## src/rtl/cp0_pkg.sv

```systemverilog
// Shared constants and field-packing helpers for the CP0 register file.
// Register indices, SR/Cause bit positions and the default processor ID.
package cp0_pkg;

    localparam logic [4:0] IDX_COUNT   = 5'd9;
    localparam logic [4:0] IDX_COMPARE = 5'd11;
    localparam logic [4:0] IDX_SR      = 5'd12;
    localparam logic [4:0] IDX_CAUSE   = 5'd13;
    localparam logic [4:0] IDX_EPC     = 5'd14;
    localparam logic [4:0] IDX_PRID    = 5'd15;

    localparam int BIT_IM_LO = 10;
    localparam int BIT_IM_HI = 15;
    localparam int BIT_EXL   = 1;
    localparam int BIT_IE    = 0;

    localparam logic [31:0] PRID_DEFAULT = 32'h4D49_5053;

    // IM and IP occupy the same bit window in SR and Cause respectively.
    function automatic logic [31:0] pack_sr(input logic [5:0] im, input logic exl, input logic ie);
        logic [31:0] v;
        v = '0;
        v[BIT_IM_HI:BIT_IM_LO] = im;
        v[BIT_EXL] = exl;
        v[BIT_IE] = ie;
        return v;
    endfunction

    function automatic logic [31:0] pack_cause(input logic [5:0] ip);
        logic [31:0] v;
        v = '0;
        v[BIT_IM_HI:BIT_IM_LO] = ip;
        return v;
    endfunction

endpackage

```

## src/rtl/cp0_regs_if.sv

```systemverilog
// Controller <-> CP0 interface: mfc0/mtc0 access, exception entry/return,
// interrupt request and EPC back to the next-PC mux.
interface cp0_regs_if;
    logic [4:0]  a;
    logic [31:0] din;
    logic        we;
    logic [29:0] pc;
    logic        EXLSet;
    logic        EXLClr;
    logic        IntReq;
    logic [29:0] epc;
    logic [31:0] dout;

    modport master (
        output a, din, we, pc, EXLSet, EXLClr,
        input  IntReq, epc, dout
    );

    modport slave (
        input  a, din, we, pc, EXLSet, EXLClr,
        output IntReq, epc, dout
    );
endinterface

```

## src/rtl/cp0_sync.sv

```systemverilog
// Two-flop synchroniser for asynchronous level inputs, async active-low reset.
module cp0_sync #(
    parameter int WIDTH = 1
) (
    input  logic             clk,
    input  logic             rst,
    input  logic [WIDTH-1:0] d,
    output logic [WIDTH-1:0] q
);
    logic [WIDTH-1:0] stage1;

    // NOTE: non-blocking so both stages sample pre-edge values and form a real 2-deep pipe.
    always_ff @(posedge clk or negedge rst) begin
        if (!rst) begin
            stage1 <= '0;
            q      <= '0;
        end else begin
            stage1 <= d;
            q      <= stage1;
        end
    end
endmodule

```

## src/rtl/cp0_regs.sv

```systemverilog
// CP0 register file (SR, Cause, EPC, PrID) and interrupt request generation.
// Optional Count/Compare timer enabled by defining CP0_COUNT_EN.
module cp0_regs
    import cp0_pkg::*;
#(
    parameter logic [31:0] PRID    = PRID_DEFAULT,
    parameter int          HW_IRQS = 6
) (
    input  logic               clk,
    input  logic               rst,
    input  logic [HW_IRQS-1:0] HWInt,
    cp0_regs_if.slave          bus
);
    logic [HW_IRQS-1:0] im;
    logic               exl;
    logic               ie;
    logic [HW_IRQS-1:0] ip_sync;
    logic [HW_IRQS-1:0] ip;
    logic [29:0]        epc_q;

    logic wr_sr;
    logic wr_epc;

    assign wr_sr  = bus.we && (bus.a == IDX_SR);
    assign wr_epc = bus.we && (bus.a == IDX_EPC);

    cp0_sync #(.WIDTH(HW_IRQS)) u_hw_sync (
        .clk (clk),
        .rst (rst),
        .d   (HWInt),
        .q   (ip_sync)
    );

    always_ff @(posedge clk or negedge rst) begin
        if (!rst) begin
            im <= '0;
            ie <= 1'b0;
        end else if (wr_sr) begin
            im <= bus.din[BIT_IM_HI:BIT_IM_LO];
            ie <= bus.din[BIT_IE];
        end
    end

    // Exception entry outranks an SR write, which outranks eret.
    always_ff @(posedge clk or negedge rst) begin
        if (!rst)
            exl <= 1'b0;
        else if (bus.EXLSet)
            exl <= 1'b1;
        else if (wr_sr)
            exl <= bus.din[BIT_EXL];
        else if (bus.EXLClr)
            exl <= 1'b0;
    end

    always_ff @(posedge clk or negedge rst) begin
        if (!rst)
            epc_q <= '0;
        else if (bus.EXLSet)
            epc_q <= bus.pc;
        else if (wr_epc)
            epc_q <= bus.din[31:2];
    end

`ifdef CP0_COUNT_EN
    logic [31:0] count;
    logic [31:0] compare;
    logic        tip;
    logic        wr_count;
    logic        wr_compare;

    assign wr_count   = bus.we && (bus.a == IDX_COUNT);
    assign wr_compare = bus.we && (bus.a == IDX_COMPARE);

    always_ff @(posedge clk or negedge rst) begin
        if (!rst) begin
            count   <= '0;
            compare <= '0;
            tip     <= 1'b0;
        end else begin
            count <= wr_count ? bus.din : count + 32'd1;
            if (wr_compare)
                compare <= bus.din;
            // Acknowledging via a Compare write wins over a coincident match.
            if (wr_compare)
                tip <= 1'b0;
            else if ((count == compare) && (compare != '0))
                tip <= 1'b1;
        end
    end

    // Timer interrupt joins IP[5] after the synchroniser: it is already synchronous.
    assign ip = ip_sync | {tip, {(HW_IRQS-1){1'b0}}};
`else
    assign ip = ip_sync;
`endif

    assign bus.IntReq = (|(ip & im)) & ie & ~exl;
    assign bus.epc    = epc_q;

    // NOTE: default assigned first so every path drives dout and no latch is inferred.
    always_comb begin
        bus.dout = '0;
        case (bus.a)
            IDX_SR:      bus.dout = pack_sr(im, exl, ie);
            IDX_CAUSE:   bus.dout = pack_cause(ip);
            IDX_EPC:     bus.dout = {epc_q, 2'b00};
            IDX_PRID:    bus.dout = PRID;
`ifdef CP0_COUNT_EN
            IDX_COUNT:   bus.dout = count;
            IDX_COMPARE: bus.dout = compare;
`endif
            default:     bus.dout = '0;
        endcase
    end
endmodule

```

## src/flat_wrapper.sv

```systemverilog
// flat-port wrapper written by rule: the top's interface ports become plain ports
module cp0_regs_flat import cp0_pkg::*;
#(
    parameter logic [31:0] PRID    = PRID_DEFAULT,
    parameter int          HW_IRQS = 6
)
  (clk, rst, HWInt, bus_a, bus_din, bus_we, bus_pc, bus_EXLSet, bus_EXLClr, bus_IntReq, bus_epc, bus_dout);
  cp0_regs_if bus_i ();
  input  logic clk;
  input  logic rst;
  input  logic [HW_IRQS-1:0] HWInt;
  input wire logic [$bits(bus_i.a)-1:0] bus_a;
  input wire logic [$bits(bus_i.din)-1:0] bus_din;
  input wire logic [$bits(bus_i.we)-1:0] bus_we;
  input wire logic [$bits(bus_i.pc)-1:0] bus_pc;
  input wire logic [$bits(bus_i.EXLSet)-1:0] bus_EXLSet;
  input wire logic [$bits(bus_i.EXLClr)-1:0] bus_EXLClr;
  output wire logic [$bits(bus_i.IntReq)-1:0] bus_IntReq;
  output wire logic [$bits(bus_i.epc)-1:0] bus_epc;
  output wire logic [$bits(bus_i.dout)-1:0] bus_dout;
  assign bus_i.a = bus_a;
  assign bus_i.din = bus_din;
  assign bus_i.we = bus_we;
  assign bus_i.pc = bus_pc;
  assign bus_i.EXLSet = bus_EXLSet;
  assign bus_i.EXLClr = bus_EXLClr;
  assign bus_IntReq = bus_i.IntReq;
  assign bus_epc = bus_i.epc;
  assign bus_dout = bus_i.dout;
  cp0_regs #(.PRID(PRID), .HW_IRQS(HW_IRQS)) u_core (.clk(clk), .rst(rst), .HWInt(HWInt), .bus(bus_i));
endmodule
```

## config.mk

```make
export PLATFORM = sky130hd
export DESIGN_NAME = cp0_regs_flat
export DESIGN_NICKNAME = d
export VERILOG_FILES = /design/src/rtl/cp0_pkg.sv /design/src/rtl/cp0_regs_if.sv /design/src/rtl/cp0_sync.sv /design/src/rtl/cp0_regs.sv /design/src/flat_wrapper.sv
export SDC_FILE = /design/constraint.sdc
export NUM_CORES = 1
export LEC_CHECK = 0
export CAP_MARGIN = 25
export CORE_MARGIN = 2
export CORE_UTILIZATION = 39
export DETAILED_ROUTE_END_ITERATION = 8
export GPL_TIMING_DRIVEN = 0
export PLACE_DENSITY = 0.81
export SLEW_MARGIN = 30
export SYNTH_ARGS = -nofsm -noshare
export SYNTH_HDL_FRONTEND = slang
export SYNTH_SLANG_ARGS = --single-unit
```

## constraint.sdc

```tcl
create_clock -name clk -period 1.8 [get_ports clk]
set_input_delay 0.36 -clock clk [delete_from_list [all_inputs] [get_ports clk]]
set_output_delay 0.36 -clock clk [all_outputs]
set_load 0.02 [all_outputs]
```

Word-level counts from Yosys, hierarchy flattened
Cells that the tools add are included.
{"block": "totals", "out_inout_bits": 63, "regBits": 50, "wordCells": 25, "input_bits": 78}
{"block": "classes", "n_reduce_logical": 5, "n_eq_ne": 4, "n_mux": 6, "bitwise_logic": 4}
{"cell": "$pmux W32 S4", "count": 1}
{"cell": "$mux W30", "count": 2}
{"cell": "$eq A5 B4 Y1 const B", "count": 4}
{"cell": "$and A6 B6 Y6", "count": 1}
{"cell": "$reduce_or A6 Y1", "count": 1}
{"cell": "$mux W1", "count": 3}
{"cell": "$reduce_bool A3 Y1", "count": 1}
{"cell": "$and A1 B1 Y1", "count": 2}
{"cell": "$logic_and A1 B1 Y1", "count": 2}
{"cell": "$reduce_bool A2 Y1", "count": 1}
{"cell": "$not A1 Y1", "count": 1}

Longest topological paths before layout
{"block": "depth", "word_depth": 4, "ltp_mapped": 5, "depth_no_buf": 3}

Hierarchy
A second synthesis with hierarchy kept.
{"block": "hier_totals", "cells_unflattened": 244, "hier_area_um2": 2508.7}
{"module": "cp0_regs", "instances": 1, "area_per_inst_um2": 2208.4, "seq_area_each_um2": 950.9, "cells_each": 232}
{"module": "cp0_sync", "instances": 1, "area_per_inst_um2": 300.3, "seq_area_each_um2": 300.3, "cells_each": 12}

Least setup slack after synthesis
Ideal clock, no wire load.
{"block": "synth_path", "kind": "in2out", "start": "input port bus_a[4]", "end": "output port bus_dout[17]", "required_time_ns": 1.440, "setup_slack_ns": 0.118, "stages": 5, "arrival_ns": 1.322, "path_buffers": 2, "cell_sequence": "buf_2 -> nand2b_4 -> nor2_4 -> clkbuf_1 -> and2_1"}
{"block": "synth_via", "elab_chain_cells": 2, "elab_cells_between_ends": 5, "classes_between": "4 x eq/ne; 1 x mux"}
{"element": "from (decl)", "line": "flat_wrapper.sv:12", "text": "input wire logic [$bits(bus_i.a)-1:0] bus_a;"}
{"element": "$eq A5 B4 Y1", "line": "cp0_regs.sv:104", "text": "case (bus.a)"}
{"element": "$pmux W32 S4 (*)", "line": "cp0_regs.sv:104"}
{"element": "to (decl)", "line": "flat_wrapper.sv:20", "text": "output wire logic [$bits(bus_i.dout)-1:0] bus_dout;"}
Mark *: on every way between the ends. The rest lies on a longest branch, timed or not.

Worst setup path in the final report
{"block": "layout_path", "start": "input port bus_a[0]", "end": "output port bus_dout[13]"}
Same word-level chain as after synthesis.

==> qor.csv <==
metric;value;unit
die_x;85.2;um
hp-class;input pin to async pin;
intPower;0.00195;W
area_growth;68.1;%
drive_above_1_share;21.6;%
rsz0062_at_grt;yes;
grt_max_degree;51;
slew_headroom;57.0;%
power;0.00276;W
wl_per_cell;17.8;um
seqPwrFrac;47.7;%
ys_seq_area_share;48.7;%
antenna_found_initial;0;
firstDrtPassIters;4;
layout.cells.non_filler;499;
numCtsBuffers;5;
port_buffers;138;
reg2reg_slack;830;ps
powerDensity;639;nW/um^2
synthMuxAreaShare;3.94;%
layout_worst_path_cycle_share;99.6;%
syn_area;2570;um^2
num-fill-cells;521;
drv_slew;0;
dieArea;7250;um^2
rows;29;
place_inst;478;
synthXorXnorAreaFrac;0;%
synth_warnings;0;
grt_pass1_vias;2704;
ys_ff_latch;50;
synth_fa_ha_area_share;0;%
wl;8910;um
final-hold-violation-count;0;
path_max_fanout;4;
synth_top_family_by_area;compound AO/OA/AOI/OAI gates;
cts_max_level;2;
p_clk_share;24.9;%
pwr-share-comb;27.3;%
grt_pass1_wl;13500;um
core;6350;um^2
cp-end-kind;output pin;
syn_area_per_cell;9.77;um^2
hpwl;6200;um
syn_nets;341;
clock_path_buffers;2;
cp.required;1440;ps
max_cap_violations;0;
holdBufCountCts;0;
finalClockSkew;0.374;ps
vias_per_cell;5.52;
multiInputGateArea;1250;um^2
dr_total_vias;2755;
antenna_cells;0;
worstSetupStartpoint;bus_a[0];
timing.rr.start;u_core.exl;
clk_latency;300;ps
ctsRootBufferMaster;clkbuf_8;
status;finished clean;
netlist-cell-type-count;30;
yosys.area_share.simple;16.8;%
tightest_slew;646;ps
clk_pin_slew;90;ps
vdd_ir_drop_max;0.391;mV
die_y;85.2;um
synthCells;263;
remaining_drc_errors;0;
ant_nets;0;
synth_compound_area_share;26.0;%
final_nets;499;
drt_iter0_drc;141;
seq_area;1250;um^2
worstSetupPathType;input pin to output pin;
fin_crit;1790;ps
grt_overflow;0;
fmax;558;MHz
grt_usage;23.7;%
cts_tree;built;
critPathLaunchType;input pin;
switching_share;29.3;%
worstPathArrival;1430;ps
finalSetupTns;0;ps
cts_sinks;50;
switchingPower;0.000810;W
gp_congestion;0.830;
p_leak;1.88;nW
pin_count;141;
start_util;40.5;%
setup_viol;0;
-- power groups by stage --
stage               clock network (W)  registers (W)  logic [W]
floorplan                           0        0.00139   0.000242
global placement                    0        0.00133   0.000716
detailed placement                  0        0.00134   0.000729
CTS                          0.000697        0.00132   0.000742
global route                 0.000746        0.00133   0.000809
finish                       0.000688        0.00132   0.000755
-- final cells by class --
type                            instances  share of cell area [%]
Buffer                                 25                    3.36
Clock buffer                            6                    1.91
Sequential cell                        50                    29.0
Multi-Input combinational cell        187                    28.9
Inverter                                1                  0.0869
Clock inverter                          2                   0.290
Tap cell                               77                    2.23
Timing Repair Buffer                  151                    34.3
-- cell usage in the layout (no fill, tap or decap), types with 2 or more instances in the layout --
cell type / count
clkdlybuf4s50_1: 100
dfrtp_1: 50
a21oi_1: 31
o21ai_0: 30
a31oi_1: 30
nor2b_1: 30
buf_6: 29
buf_4: 15
buf_2: 14
clkbuf_1: 13
and2_4: 12
a21o_1: 11
clkbuf_8: 8
mux2_1: 7
nor4b_1: 4
a221o_1: 4
and2_1: 3
nor2_1: 3
a22oi_1: 3
nand3b_1: 2
mux2_2: 2
nand2b_1: 2
o22ai_1: 2
-- cells by family after synthesis --
group,after synthesis
compound gates,113
buf+inv,26
flops,50
mux,9
simple gates,65
-- what timing repair did --
item | 4_1_cts | 5_1_grt
resized for setup | 200 | 31
gates cloned | 2 | 0
endpoints found under the setup margin | 33 | 32
pin swaps | 16 | 7
setup buffers | 9 | 2
-- stage by stage --
stage	instance area (um^2)	hold slack (ps)	utilization (%)	setup slack, ps
floorplan	2570	64.4	-	118
global placement	4050	332	63.7	-1220
detailed placement	4050	336	63.7	-1260
global route	4320	119	68.0	-46.4
finish	4320	77.9	68.0	7.90
CTS	4260	105	67.1	-15.6
-- worst max-delay path: stages --
cell	delay, ps
buf_8	100
nand3b_1	210
buf_4	180
nor3_4	150
buf_6	140
a221o_1	160
buf_6	120
-- metal layers --
metal | global-route usage [%] | wire length, um | up-vias
met5 | 0 | 0 | -
met4 | 4.91 | 176 | 0
met3 | 5.25 | 614 | 19
met2 | 41.1 | 4540 | 128
met1 | 30.7 | 3580 | 1335
li1 | - | - | 1273
-- synth_stat cells, drive strengths merged --
master	instances	area [um^2]
a221o	4	40.0
nand2b	3	26.3
o22ai	2	12.5
clkbuf	14	52.6
nand3	1	5.00
and2b	1	7.51
inv	1	3.75
nand3b	2	15.0
a31oi	30	188
nor3	1	10.0
nor4b	4	35.0
nor2b	30	188
a21oi	31	155
mux2	9	101
o21ai	30	150
nor2	5	26.3
and4b	1	10.0
nand2	1	6.26
a21o	11	82.6
and2	15	93.8
a311oi	1	8.76
a22oi	3	22.5
buf	11	60.1
a311o	1	10.0
nand4b	1	8.76
dfrtp	50	1250
-- flip-flops by register name (all words and copies together), names as in the netlist --
| register | flops |
|---|---|
| u_core.bus.epc | 30 |
| u_core.im | 6 |
| u_core.u_hw_sync.q | 6 |
| u_core.u_hw_sync.stage1 | 6 |
| u_core.exl | 1 |
| u_core.ie | 1 |
-- final timing paths --
kind                                         endpoint  cells after the start
worst max-delay path                     bus_dout[13]                      7
worst min-delay path                u_core.bus.epc[2]                      1
worst max register to register             u_core.exl                      3
worst min register to register  u_core.u_hw_sync.q[1]                      0
max in group asynchronous       u_core.u_hw_sync.q[3]                      1
min in group clk                u_core.u_hw_sync.q[1]                      0
Power figures use the tool's default switching activity.
